$ cat src/rtl/seq_detect_param_moore.sv
`default_nettype none
// ============================================================================
// Module  : seq_detect_param_moore
// Brief   : Parametrised Moore serial pattern detector, overlap select,
//           input-valid qualifier and saturating detection counter.
// Rev     : 1.0  initial release
// ============================================================================
module seq_detect_param_moore #(
   parameter int                 PAT_LEN = 4,
   parameter logic [PAT_LEN-1:0] PATTERN = 4'b1010,
   parameter int                 CNT_W   = 8
) (
   input  logic             clk,
   input  logic             rst,
   input  logic             in,
   input  logic             in_valid,
   input  logic             ovl_en,
   input  logic             cnt_clr,
   output logic             out,
   output logic [CNT_W-1:0] det_count,
   output logic [5:0]       fill_level
);

   if ((PAT_LEN < 2) || (PAT_LEN > 32)) begin : g_bad_pat_len
      $error("seq_detect_param_moore: PAT_LEN must be in 2..32");
   end
   if ((CNT_W < 1) || (CNT_W > 32)) begin : g_bad_cnt_w
      $error("seq_detect_param_moore: CNT_W must be in 1..32");
   end

   localparam logic [5:0]       c_full    = 6'(PAT_LEN);
   localparam logic [CNT_W-1:0] c_cnt_max = {CNT_W{1'b1}};
   localparam logic [CNT_W-1:0] c_cnt_one = CNT_W'(1);

   logic [PAT_LEN-1:0] r_hist;
   logic [5:0]         r_fill;
   logic [5:0]         r_fresh;
   logic               r_out;
   logic [CNT_W-1:0]   r_cnt;

   logic [PAT_LEN-1:0] w_hist_nxt;
   logic [5:0]         w_fill_nxt;
   logic [5:0]         w_fresh_nxt;
   logic               w_match;

   always_comb begin
      w_hist_nxt  = {r_hist[PAT_LEN-2:0], in};
      w_fill_nxt  = (r_fill  == c_full) ? r_fill  : r_fill  + 6'd1;
      w_fresh_nxt = (r_fresh == c_full) ? r_fresh : r_fresh + 6'd1;
      // fresh gates non-overlap mode so bits consumed by a match are not reused
      w_match     = in_valid && (w_hist_nxt == PATTERN) && (w_fill_nxt == c_full)
                    && (ovl_en || (w_fresh_nxt == c_full));
   end

   always_ff @(posedge clk) begin
      if (rst) begin
         r_hist  <= '0;
         r_fill  <= '0;
         r_fresh <= '0;
         r_out   <= 1'b0;
         r_cnt   <= '0;
      end else begin
         r_out <= w_match;
         if (in_valid) begin
            r_hist  <= w_hist_nxt;
            r_fill  <= w_fill_nxt;
            r_fresh <= w_match ? 6'd0 : w_fresh_nxt;
         end
         if (cnt_clr)
            r_cnt <= w_match ? c_cnt_one : '0;
         else if (w_match && (r_cnt != c_cnt_max))
            r_cnt <= r_cnt + c_cnt_one;
      end
   end

   assign out        = r_out;
   assign det_count  = r_cnt;
   assign fill_level = r_fill;

endmodule
`default_nettype wire

$ cat config.mk
export PLATFORM = sky130hd
export DESIGN_NAME = seq_detect_param_moore
export DESIGN_NICKNAME = d
export VERILOG_FILES = /design/src/rtl/seq_detect_param_moore.sv
export SDC_FILE = /design/constraint.sdc
export NUM_CORES = 1
export LEC_CHECK = 0
export BUFFER_PORTS_ARGS = -buffer_cell sky130_fd_sc_hd__buf_4
export CORE_ASPECT_RATIO = 1.25
export CORE_MARGIN = 3
export CORE_UTILIZATION = 56
export DETAILED_ROUTE_END_ITERATION = 10
export GPL_ROUTABILITY_DRIVEN = 0
export PLACE_DENSITY = 0.78
export SLEW_MARGIN = 25
export SYNTH_ARGS = -nofsm -noshare
export SYNTH_HDL_FRONTEND = slang
export SYNTH_SLANG_ARGS = --single-unit
$ cat constraint.sdc
create_clock -name clk -period 3.3 [get_ports clk]
set_input_delay 0.165 -clock clk [delete_from_list [all_inputs] [get_ports clk]]
set_output_delay 0.165 -clock clk [all_outputs]
set_load 0.01 [all_outputs]
After elaboration in Yosys (flattened, before gate mapping)
Cells that the tools add are included.
Word-level totals
  bits in registers: 24
  output and inout bits: 15
Operators by class
  add/sub/neg operators: 3
  eq/ne operators: 6
  mux-type cells: 6
  reduce and logical (&&, ||, !) cells: 6
Operator list (count)
  $eq 6x3->1 const B: 4
  $mux 6: 3
  $mux 8: 2
  $add 6x1->6 const B: 2
  $add 8x1->8 const B: 1
  $ne 8x8->1 const B: 1
  $eq 4x4->1 const B: 1
  $logic_and 1x1->1: 4
  $reduce_bool 2->1: 1
  $logic_or 1x1->1: 1
  $mux 1: 1

Logic depth before layout (Yosys ltp)
Gate-level depths: netlist of run 1.
  depth in word-level cells: 8
  depth in mapped cells: 8

Least setup slack after synthesis of run 1
OpenSTA, ideal clock, no wires.
  path type: register -> register
  start point: register r_fill[0], in the netlist fill_level[0]
  end point: register r_cnt[5], in the netlist det_count[5]
  data arrival time: 2.418 ns
  required time: 3.230 ns
  path slack: 0.812 ns
  stages on the path, launching flop included: 8
  path buffers: 0
  clock period less this slack: 2.488 ns
  cells stage by stage: dfxtp_1 -> inv_1 -> ha_1 -> nor4b_1 -> nand4_2 -> or4b_4 -> or4_1 -> a21oi_1
Between the ends
  word-level cells in the longest chain between the ends: 7
  elaborated cells between the ends (all ways): 8
  those cells by class: add/sub (1); eq/ne (2); mux (1); reduce/logical (4)
Ends and longest elaborated chain
  start, declared: line 36  | logic [5:0] r_fill;
  start signal, assigned: line 66  | r_fill <= w_fill_nxt;
  $add 6x1->6 or $eq 6x3->1 (tied branches): line 48  | w_fill_nxt = (r_fill == c_full) ? r_fill : r_fill + 6'd1;
  $mux 6 (*): line 48
  net w_fill_nxt[1]: line 42  | logic [5:0] w_fill_nxt;
  $eq 6x3->1 (*): line 51  | w_match = in_valid && (w_hist_nxt == PATTERN) && (w_fill_nxt == c_full)
  $logic_and 1x1->1 (*): line 51
  $logic_and 1x1->1 (*): line 52  | && (ovl_en || (w_fresh_nxt == c_full));
  $logic_and 1x1->1 (*): line 71  | else if (w_match && (r_cnt != c_cnt_max))
  $reduce_bool 2->1 (no line) (*)
  end signal, assigned: line 70  | r_cnt <= w_match ? c_cnt_one : '0;
  end signal, assigned: line 72  | r_cnt <= r_cnt + c_cnt_one;
  end, declared: line 39  | logic [CNT_W-1:0] r_cnt;
The timed path passes the listed nets; every way through them passes the cells marked *.
A chain may end at the register's enable or synchronous reset.

Final worst setup path of run 1
Same ends and word-level chain as after synthesis.

==> results of run 1 <==
[final timing paths]
check                start      endpoint  slack (ns)
max          fill_level[0]  det_count[5]        0.65
min                cnt_clr  det_count[0]         0.1
max reg2reg  fill_level[0]  det_count[5]        0.65
min reg2reg   det_count[7]  det_count[7]        0.51
[where the power goes]
group | leakage [nW] | internal (W) | switching [W]
clock | 0.0279 | 0.000123 | 0.0000846
combinational | 0.370 | 0.0000265 | 0.0000357
sequential | 0.194 | 0.000297 | 0.00000989
total | 0.592 | 0.000446 | 0.000130
[stage by stage]
| stage | cells | setup WS, ns | util (%) |
|---|---|---|---|
| 3_5_place_dp | 203 | 0.670 | 67.1 |
| 4_1_cts | 207 | 0.657 | 69.3 |
| 3_3_place_gp | 203 | 0.826 | 67.1 |
| 6_report | 207 | 0.653 | 69.3 |
| 5_1_grt | 207 | 0.509 | 69.3 |
| 2_1_floorplan | 161 | 0.812 | - |
[synth_stat cells, types with 2 or more instances]
library cell  number
xnor2_1            5
nor2_1            13
or3_1              4
nor3_1             9
ha_1               5
o311ai_1           2
nand2_1           12
buf_6              4
clkbuf_1           4
a21oi_1           10
mux2i_1            7
nand2b_1           2
and3_2             4
xor2_1             4
nand3_1            8
nand4_1            5
inv_1              6
dfxtp_1           24
o31ai_1            2
or4_1              4
nor4b_1            3
o41ai_1            4
[layout make-up]
cell class | instances | area, sq um | share of cell area, %
clock inverters | 1 | 30.0 | 1.88
clock buffers | 3 | 22.5 | 1.41
well taps | 31 | 38.8 | 2.43
multi-input cells | 122 | 855 | 53.4
repair buffers | 20 | 150 | 9.39
inverters | 6 | 22.5 | 1.41
flip-flops and latches | 24 | 480 | 30.0
[flip-flops by register name, indices dropped and copies added (netlist names)]
name and flops:
r_hist 3, r_fresh 6, det_count 8, fill_level 6, out 1
[per-layer routing]
metal  vias up  wire length [microns]  GRT usage [%]
li1        623                      -              -
met1       583                   1340           24.6
met2        30                   1450           34.0
met3         6                    127           3.34
met4         0                     43           9.84
met5         -                      0              0
[cells by family (layout without fill, tap and decap cells)]
kind of cell | Yosys count | count (layout) | synth area share, %
and+or+nand+nor | 75 | 75 | 30.4
AOI/OAI and AO/OA | 25 | 25 | 13.5
DFF | 24 | 24 | 33.6
buffers and inverters | 15 | 30 | 6.73
xor gates and xnor gates | 9 | 9 | 5.51
muxes | 8 | 8 | 5.94
adders and majority gates | 5 | 5 | 4.37
[placed cells by master, fill, tap and decap left out, types with 2 or more instances in the layout]
cell / n
and3_2: 4
nand4_1: 5
mux2i_1: 7
nand3_1: 8
xor2_1: 4
buf_4: 20
a21oi_1: 10
o31ai_1: 2
or3_1: 4
clkbuf_4: 3
o41ai_1: 4
nor3_1: 9
or4_1: 4
nor4b_1: 3
nand2_1: 12
dfxtp_1: 24
inv_1: 6
xnor2_1: 5
ha_1: 5
o311ai_1: 2
nand2b_1: 2
nor2_1: 13
[critical path: stages (launching register included)]
cell and delay (ns):
dfxtp_1 0.46, inv_1 0.11, ha_1 0.32, nor4b_1 0.39, nand4_2 0.14, or4b_4 0.52
or4_1 0.47, a21oi_1 0.17
==> impl_table.tex, run 1 <==
\begin{tabular}{lr}
\hline
Metric & Value \\
\hline
\multicolumn{2}{l}{\textbf{Outcome}} \\
\quad Outcome & finished, final reports clean \\
\multicolumn{2}{l}{\textbf{Power and ir drop}} \\
\quad Final Power & 0.000576 W \\
\quad IR Drop Worst-Case VDD & 493 uV \\
\quad Pwr Density & 360 mW/mm\^{}2 \\
\quad Leakage power total & 0.592 nW \\
\multicolumn{2}{l}{\textbf{Floorplan}} \\
\quad Initial standard-cell utilization of the core & 62.1\% \\
\quad Standard-cell row count & 19 \\
\quad DIE WIDTH & 51.2 microns \\
\quad Area enclosed by the die boundary & 0.00320 sq mm \\
\quad Area of the core & 0.00231 sq mm \\
\quad Height of the die & 62.5 microns \\
\quad Top Ports & 21 \\
\multicolumn{2}{l}{\textbf{Detailed routing}} \\
\quad DR pass1 iterations & 4 \\
\quad Total via count after detailed routing & 1,242 \\
\quad Antenna-violating nets left & 0 \\
\quad Drc violations & 0 \\
\quad Mean routed wirelength per cell & 14.3 microns \\
\quad Aggregate routed wire length & 2960 microns \\
\quad Avg Vias per Cell & 6.00 \\
\quad Initial DRC Count & 32 \\
\multicolumn{2}{l}{\textbf{Timing}} \\
\quad Slew at the pin closest to its max-slew limit & 0.684 ns \\
\quad Setup Skew & 0.00406 ns \\
\quad Achievable frequency & 378 MHz \\
\quad Total of endpoints with negative setup slack in the final report & 0 \\
\quad Final Max Slew Viols & 0 \\
\quad Sum of negative setup slack & 0 ns \\
\quad Count of endpoints failing hold in the final timing report & 0 \\
\quad Period minus WS final & 2.65 ns \\
\quad RSZ-0062 raised after global routing & no \\
\quad Max-slew headroom at the worst pin & 54.4\% \\
\quad Final clock period utilization by the worst path & 80.2\% \\
\quad Worst hold slack & 0.0970 ns \\
\multicolumn{2}{l}{\textbf{Global routing}} \\
\quad Via count of the first global-routing pass & 1,193 \\
\quad Global-route total usage across every layer & 20.3\% \\
\quad First-pass GRT wire length & 5160 microns \\
\quad Largest net degree at the start of global routing & 25 \\
\quad Remaining Overflow, GRT & 0 \\
\quad Initial antenna violation count & 0 \\
\multicolumn{2}{l}{\textbf{CTS}} \\
\quad Total of hold buffers inserted after clock tree synthesis & 0 \\
\quad Later-pin clock latency in the skew report & 0.31 ns \\
\quad Clk slew on worst S/H paths & 0.13 ns \\
\quad Number of buffers inserted during clock tree synthesis & 3 \\
\quad Post-CTS Setup Repair Bufs & 0 \\
\quad Number of gates resized after cts & 0 \\
\quad H-tree depth & 1 \\
\quad Clock tree root buffer cell & clkbuf\_4 \\
\quad TritonCTS sink count & 24 \\
\quad Buffer levels on the longest clock path & 2 \\
\quad TritonCTS clock tree & done \\
\multicolumn{2}{l}{\textbf{Yosys}} \\
\quad Instance count of the mapped netlist & 161 \\
\quad Average footprint of a synthesized cell & 8.89 sq um \\
\quad Post-synth top area cell & dfxtp\_1 \\
\quad Fraction of post-synthesis cell area in the top cell type by area & 33.6\% \\
\quad Mapped cell area & 0.00143 sq mm \\
\quad Share of synthesized flip-flops with an asynchronous set or reset & 0\% \\
\quad Yosys Warn Count & 0 \\
\quad Post-synthesis sequential area ratio & 33.6\% \\
\quad Top post-synthesis cells by area & dfxtp\_1 (34\%), mux2i\_1 (4.9\%), ha\_1 (4.4\%), a21oi\_1 (3.5\%), nor2\_1 (3.4\%) \\
\quad Count of flip-flops with a built-in enable after synthesis & 0 \\
\quad Cell variety after synth & 42 \\
\quad Mapped Nets & 172 \\
\quad Ys flop type & dfxtp\_1 \\
\quad Number of synthesized register bits & 24 \\
\multicolumn{2}{l}{\textbf{Final layout}} \\
\quad Count of nets after finishing & 188 \\
\quad Ratio of cells with drive above 1 in the final layout & 19.9\% \\
\quad Antenna cell count & 0 \\
\quad Post-Layout Inst Area & 0.00160 sq mm \\
\quad Synthesis-to-layout area growth & 11.7\% \\
\quad Filler cell count in the final layout & 195 \\
\multicolumn{2}{l}{\textbf{Setup path}} \\
\quad Element type at the critical path start & flop \\
\quad Critical-path maximum fanout & 7 \\
\quad Data required, critical path & 3.55 ns \\
\quad Critical Path End Type & flop \\
\quad Number of cells on the worst reg-to-reg path & 7 \\
\quad CP Class & reg2reg \\
\quad Data arrival time of the critical path & 2.89 ns \\
\multicolumn{2}{l}{\textbf{Flow run}} \\
\quad Maximum capacitance violations & 0 \\
\multicolumn{2}{l}{\textbf{Placed design}} \\
\quad Port-buffer cells & 20 \\
\quad Placed cell areas & 0.00155 sq mm \\
\quad Post-DP HPWL & 2170 microns \\
\multicolumn{2}{l}{\textbf{Worst hold path}} \\
\quad Number of stages on the worst hold path & 2 \\
\quad HP Class & in2reg \\
\hline
\end{tabular}
(Power assumes the default switching activity.)
==> run 2, diff against run 1 <==
- CORE_UTILIZATION: 56 -> 50
- PLACE_DENSITY: 0.78 -> 0.74
- clock period: 3.3 -> 2.4 ns (I/O delays scaled with it)
==> impl_table.tex, run 2 (synthesis results as in run 1) <==
\begin{tabular}{lr}
\hline
Metric & Value \\
\hline
\multicolumn{2}{l}{\textbf{Outcome}} \\
\quad Outcome & finished, final reports clean \\
\multicolumn{2}{l}{\textbf{Timing}} \\
\quad Achievable frequency & 432 MHz \\
\quad Period minus WS final & 2.32 ns \\
\quad Post-route worst setup slack & 0.0843 ns \\
\quad Total of endpoints with negative setup slack in the final report & 0 \\
\quad Count of endpoints failing hold in the final timing report & 0 \\
\quad Final Max Slew Viols & 0 \\
\quad Setup Skew & 0.0119 ns \\
\quad Slew at the pin closest to its max-slew limit & 0.417 ns \\
\quad Worst hold slack & 0.0622 ns \\
\quad Final clock period utilization by the worst path & 96.5\% \\
\quad Max-slew headroom at the worst pin & 72.2\% \\
\multicolumn{2}{l}{\textbf{Placed design}} \\
\quad Cell Count Post-Placement & 215 \\
\quad Pre-CTS worst setup slack & -0.0242 ns \\
\quad Post-DP HPWL & 2340 microns \\
\quad Port-buffer cells & 20 \\
\multicolumn{2}{l}{\textbf{Detailed routing}} \\
\quad Total via count after detailed routing & 1,304 \\
\quad Initial DRC Count & 51 \\
\quad DR pass1 iterations & 4 \\
\quad Antenna-violating nets left & 0 \\
\quad Mean routed wirelength per cell & 14.7 microns \\
\quad Aggregate routed wire length & 3270 microns \\
\quad Avg Vias per Cell & 5.87 \\
\quad Drc violations & 0 \\
\multicolumn{2}{l}{\textbf{Floorplan}} \\
\quad Initial standard-cell utilization of the core & 52.9\% \\
\quad Height of the die & 65.8 microns \\
\quad Area enclosed by the die boundary & 0.00354 sq mm \\
\quad DIE WIDTH & 53.9 microns \\
\quad Top Ports & 21 \\
\quad Area of the core & 0.00271 sq mm \\
\quad Standard-cell row count & 21 \\
\multicolumn{2}{l}{\textbf{CTS}} \\
\quad Buffer levels on the longest clock path & 2 \\
\quad Total of hold buffers inserted after clock tree synthesis & 0 \\
\quad TritonCTS clock tree & done \\
\quad Clock tree root buffer cell & clkbuf\_4 \\
\quad H-tree depth & 1 \\
\quad TritonCTS sink count & 24 \\
\quad Later-pin clock latency in the skew report & 0.31 ns \\
\quad Clk slew on worst S/H paths & 0.13 ns \\
\quad Number of buffers inserted during clock tree synthesis & 3 \\
\multicolumn{2}{l}{\textbf{Setup path}} \\
\quad Data required, critical path & 2.65 ns \\
\quad Critical Path End Type & flop \\
\quad Worst path cell trace & inv\_2 > ha\_4 > nor4b\_2 > nand4\_2 > or4b\_4 > or4\_1 > a21oi\_1 \\
\quad Slowest cell delay on critical path & 0.58 ns \\
\quad Element type at the critical path start & flop \\
\quad Number of cells on the worst reg-to-reg path & 7 \\
\quad Slowest stage cell, crit path & or4b\_4 \\
\quad Data arrival time of the critical path & 2.57 ns \\
\quad Minimum setup slack among reg-to-reg paths & 0.08 ns \\
\quad Destination of the worst register-to-register timing path & det\_count[5] \\
\quad Startpoint of the most critical register-to-register path & fill\_level[0] \\
\quad CP Class & reg2reg \\
\quad Critical-path maximum fanout & 5 \\
\multicolumn{2}{l}{\textbf{Final layout}} \\
\quad Finished Layout Cells & 222 \\
\quad Count of nets after finishing & 201 \\
\quad Number of flip-flops under the largest register name & 8 \\
\quad Antenna cell count & 0 \\
\quad Most common library cell in the layout ignoring fill and taps & buf\_4 \\
\quad Commonest cells after routing, fill and taps aside & buf\_4 (31), dfxtp\_1 (19), nor2\_1 (13) \\
\quad Synthesis-to-layout area growth & 21.8\% \\
\quad Ratio of cells with drive above 1 in the final layout & 33.0\% \\
\multicolumn{2}{l}{\textbf{Global routing}} \\
\quad Initial antenna violation count & 0 \\
\quad First-pass GRT wire length & 5690 microns \\
\quad Remaining Overflow, GRT & 0 \\
\quad Largest net degree at the start of global routing & 25 \\
\quad Global-route total usage across every layer & 20.7\% \\
\quad Via count of the first global-routing pass & 1,274 \\
\multicolumn{2}{l}{\textbf{Worst hold path}} \\
\quad Number of stages on the worst hold path & 2 \\
\quad Destination of the worst hold path & det\_count[0] \\
\quad HP Class & in2reg \\
\quad Startpoint of the lowest-slack hold path & cnt\_clr \\
\multicolumn{2}{l}{\textbf{Power and ir drop}} \\
\quad IR Drop Worst-Case VDD & 314 uV \\
\quad Leakage power total & 0.655 nW \\
\quad Pwr Density & 409 mW/mm\^{}2 \\
\quad Final Power & 0.000713 W \\
\multicolumn{2}{l}{\textbf{Flow run}} \\
\quad Maximum capacitance violations & 0 \\
\hline
\end{tabular}
==> run 2: changes by cell type in the layout (fill, tap and decap cells not counted), moves of 2 or more <==
cell / before / now
dfxtp_2: 0 / 5
buf_6: 0 / 2
ha_1: 5 / 2
buf_4: 20 / 31
nor4b_1: 3 / 0
ha_4: 0 / 2
nor4b_2: 1 / 4
dfxtp_1: 24 / 19
==> run 2: repair_timing <==
| action | 4_1_cts | 5_1_grt |
|---|---|---|
| setup buffers | 0 | 4 |
| pin swaps | 0 | 7 |
| setup endpoints to repair | 4 | 14 |
| gates resized for setup | 1 | 15 |
==> run 2: cell type report <==
cell class	count	area [sq um]
inverters	6	22.5
clock buffers	3	22.5
flip-flops and latches	24	487
multi-input cells	122	913
repair buffers	33	255
well taps	34	42.5
fillers	222	963
==> run 2: layer usage <==
| metal | GRT usage, % | vias up | wire length [microns] |
|---|---|---|---|
| met3 | 2.93 | 2 | 112 |
| met5 | 0 | - | 0 |
| met1 | 25.7 | 617 | 1470 |
| li1 | - | 654 | - |
| met4 | 6.71 | 0 | 15 |
| met2 | 35.5 | 31 | 1670 |
==> run 2: through the flow <==
stage | cell area, sq um | TNS [ns] | util, %
5_1_grt | 1740 | -0.0205 | 64.4
4_1_cts | 1650 | 0 | 60.9
3_3_place_gp | 1620 | 0 | 59.9
2_1_floorplan | 1430 | 0 | -
3_5_place_dp | 1620 | -0.0242 | 59.9
6_report | 1740 | 0 | 64.4
==> run 2: worst max-delay path: cells and delay by family, from the launching register on <==
kind	cells	cell delay, ns
buffers and inverters	1	0.06
DFF	1	0.36
AOI/OAI and AO/OA	1	0.13
and+or+nand+nor	4	1.48
adders and majority gates	1	0.24
==> run 2: worst max path at each step <==
stage	from	endpoint	slack (ns)	depth (start not counted)
finish	fill_level[0]	det_count[5]	0.08	7
global route	fill_level[5]	det_count[5]	-0.02	6
CTS	fill_level[0]	det_count[5]	0.02	8
detailed placement	fill_level[0]	det_count[5]	-0.02	7
global placement	fill_level[0]	det_count[5]	0.07	7
floorplan	fill_level[0]	det_count[5]	0.01	7
==> run 2: where the power goes <==
group | switching, W | total (W) | internal (W)
Sequential | 0.0000107 | 0.000420 | 0.000409
Clock | 0.000111 | 0.000170 | 0.0000585
Combinational | 0.0000640 | 0.000124 | 0.0000595
==> run 3, diff against run 2 <==
- CORE_UTILIZATION: 50 -> 53
- CTS_BUF_LIST: unset -> sky130_fd_sc_hd__clkbuf_8
- PLACE_DENSITY: 0.74 -> 0.78
==> impl_table.tex, run 3 (synthesis results as in run 1) <==
\begin{tabular}{lr}
\hline
Metric & Value \\
\hline
\multicolumn{2}{l}{\textbf{Final layout}} \\
\quad Commonest cells after routing, fill and taps aside & buf\_4 (28), dfxtp\_1 (19), nor2\_1 (13) \\
\quad Filler cell count in the final layout & 202 \\
\quad Synthesis-to-layout area growth & 27.0\% \\
\quad Ratio of cells with drive above 1 in the final layout & 35.1\% \\
\quad Area of the multi-input gates & 972 sq um \\
\quad Combined flip-flop and latch cell area & 489 sq um \\
\quad Count of nets after finishing & 197 \\
\quad Number of flip-flops under the largest register name & 8 \\
\quad Most common library cell in the layout ignoring fill and taps & buf\_4 \\
\quad Antenna cell count & 0 \\
\quad Core Util, Final & 72.7\% \\
\multicolumn{2}{l}{\textbf{Power and ir drop}} \\
\quad Pwr Density & 500 mW/mm\^{}2 \\
\quad Leakage power total & 0.664 nW \\
\quad IR Drop Worst-Case VDD & 464 uV \\
\multicolumn{2}{l}{\textbf{Timing}} \\
\quad Setup Skew & 0.00340 ns \\
\quad Max-slew headroom at the worst pin & 75.3\% \\
\quad Slew at the pin closest to its max-slew limit & 0.370 ns \\
\quad Final clock period utilization by the worst path & 99.5\% \\
\quad Count of endpoints failing hold in the final timing report & 0 \\
\quad Total of endpoints with negative setup slack in the final report & 0 \\
\quad Worst hold slack & 0.104 ns \\
\quad Period minus WS final & 2.39 ns \\
\quad Post-route worst setup slack & 0.0116 ns \\
\quad Final Max Slew Viols & 0 \\
\quad Achievable frequency & 419 MHz \\
\quad Sum of negative setup slack & 0 ns \\
\multicolumn{2}{l}{\textbf{Floorplan}} \\
\quad Height of the die & 64.1 microns \\
\quad Area of the core & 0.00250 sq mm \\
\quad Top Ports & 21 \\
\quad Standard-cell row count & 20 \\
\quad Initial standard-cell utilization of the core & 57.2\% \\
\quad Area enclosed by the die boundary & 0.00336 sq mm \\
\quad DIE WIDTH & 52.5 microns \\
\multicolumn{2}{l}{\textbf{Global routing}} \\
\quad First-pass GRT wire length & 5520 microns \\
\quad Global-route total usage across every layer & 20.7\% \\
\quad Via count of the first global-routing pass & 1,316 \\
\quad Largest net degree at the start of global routing & 25 \\
\quad Remaining Overflow, GRT & 0 \\
\quad Initial antenna violation count & 0 \\
\multicolumn{2}{l}{\textbf{Detailed routing}} \\
\quad Mean routed wirelength per cell & 16.1 microns \\
\quad Total via count after detailed routing & 1,348 \\
\quad Drc violations & 0 \\
\quad Avg Vias per Cell & 6.18 \\
\quad Antenna-violating nets left & 0 \\
\quad Initial DRC Count & 37 \\
\quad Aggregate routed wire length & 3500 microns \\
\quad DR pass1 iterations & 4 \\
\multicolumn{2}{l}{\textbf{CTS}} \\
\quad Later-pin clock latency in the skew report & 0.27 ns \\
\quad TritonCTS sink count & 24 \\
\quad Buffer levels on the longest clock path & 2 \\
\quad TritonCTS clock tree & done \\
\quad Clk slew on worst S/H paths & 0.09 ns \\
\quad Number of buffers inserted during clock tree synthesis & 3 \\
\quad Total of hold buffers inserted after clock tree synthesis & 0 \\
\quad H-tree depth & 1 \\
\quad Clock tree root buffer cell & clkbuf\_8 \\
\multicolumn{2}{l}{\textbf{Setup path}} \\
\quad Critical Path End Type & flop \\
\quad Destination of the worst register-to-register timing path & det\_count[5] \\
\quad Minimum setup slack among reg-to-reg paths & 0.01 ns \\
\quad CP Class & reg2reg \\
\quad Element type at the critical path start & flop \\
\quad Critical-path maximum fanout & 5 \\
\quad Number of cells on the worst reg-to-reg path & 7 \\
\quad Data required, critical path & 2.61 ns \\
\quad Startpoint of the most critical register-to-register path & fill\_level[1] \\
\quad Data arrival time of the critical path & 2.59 ns \\
\multicolumn{2}{l}{\textbf{Outcome}} \\
\quad Outcome & finished, final reports clean \\
\multicolumn{2}{l}{\textbf{Placed design}} \\
\quad Port-buffer cells & 20 \\
\quad Post-DP HPWL & 2260 microns \\
\quad Pre-CTS worst setup slack & -0.000146 ns \\
\multicolumn{2}{l}{\textbf{Worst hold path}} \\
\quad Startpoint of the lowest-slack hold path & cnt\_clr \\
\quad Destination of the worst hold path & det\_count[0] \\
\quad Number of stages on the worst hold path & 2 \\
\quad HP Class & in2reg \\
\multicolumn{2}{l}{\textbf{Flow run}} \\
\quad Maximum capacitance violations & 0 \\
\hline
\end{tabular}
[run 3: cell count changes in the layout (fill, tap and decap cells not counted), sizes merged]
cell,before,now
buf,33,29
bufinv,0,1
[run 3: cell type report]
type	count	share of cell area [%]
multi-input combinational	122	53.5
timing repair buffer	29	12.2
inverter	6	1.24
sequential	24	26.9
clock buffer	3	2.27
clock inverter	1	1.65
tap	33	2.27
[run 3: worst max path at each step]
stage                  startpoint      endpoint  slack, ns
global route        fill_level[1]  det_count[5]      -0.03
CTS                    r_fresh[0]  det_count[4]      0.007
detailed placement  fill_level[0]  det_count[5]    -0.0001
finish              fill_level[1]  det_count[5]       0.01
floorplan           fill_level[0]  det_count[5]       0.01
global placement    fill_level[0]  det_count[5]       0.07
[run 3: power by group]
| group | leakage [nW] | total [W] | internal (W) | switching (W) |
|---|---|---|---|---|
| clock network | 0.0357 | 0.000360 | 0.000223 | 0.000137 |
| logic | 0.431 | 0.000128 | 0.0000610 | 0.0000670 |
| registers | 0.197 | 0.000420 | 0.000409 | 0.0000114 |
| total | 0.664 | 0.000909 | 0.000693 | 0.000216 |
[run 3: worst max-delay path: stages, from the launching register on]
cell and delay (ns):
dfxtp_2 0.34, buf_4 0.14, nand3_2 0.11, mux2_4 0.31, o221a_1 0.26, or4b_4 0.52, or4_1 0.47, a21oi_1 0.16
[run 3: timing repair]
| item | in CTS | in global routing |
|---|---|---|
| gates resized for setup | 2 | 22 |
| setup buffers | 0 | 1 |
| endpoints found under the setup margin | 2 | 13 |
| pin swaps | 0 | 5 |
[run 3: per-layer routing]
layer  up-vias  wire length (microns)  track usage, %
met2        55                   1830            35.2
met5         -                      0               0
met4         0                     79            11.2
li1        644                      -               -
met1       640                   1420            24.6
met3         9                    171            2.10
[run 3: through the flow]
stage | instances | total power, W | cell area (sq um)
floorplan | 161 | 0.000493 | 1430
global placement | 213 | 0.000522 | 1610
detailed placement | 213 | 0.000526 | 1610
CTS | 217 | 0.000883 | 1690
global route | 218 | 0.000941 | 1820
finish | 218 | 0.000909 | 1820
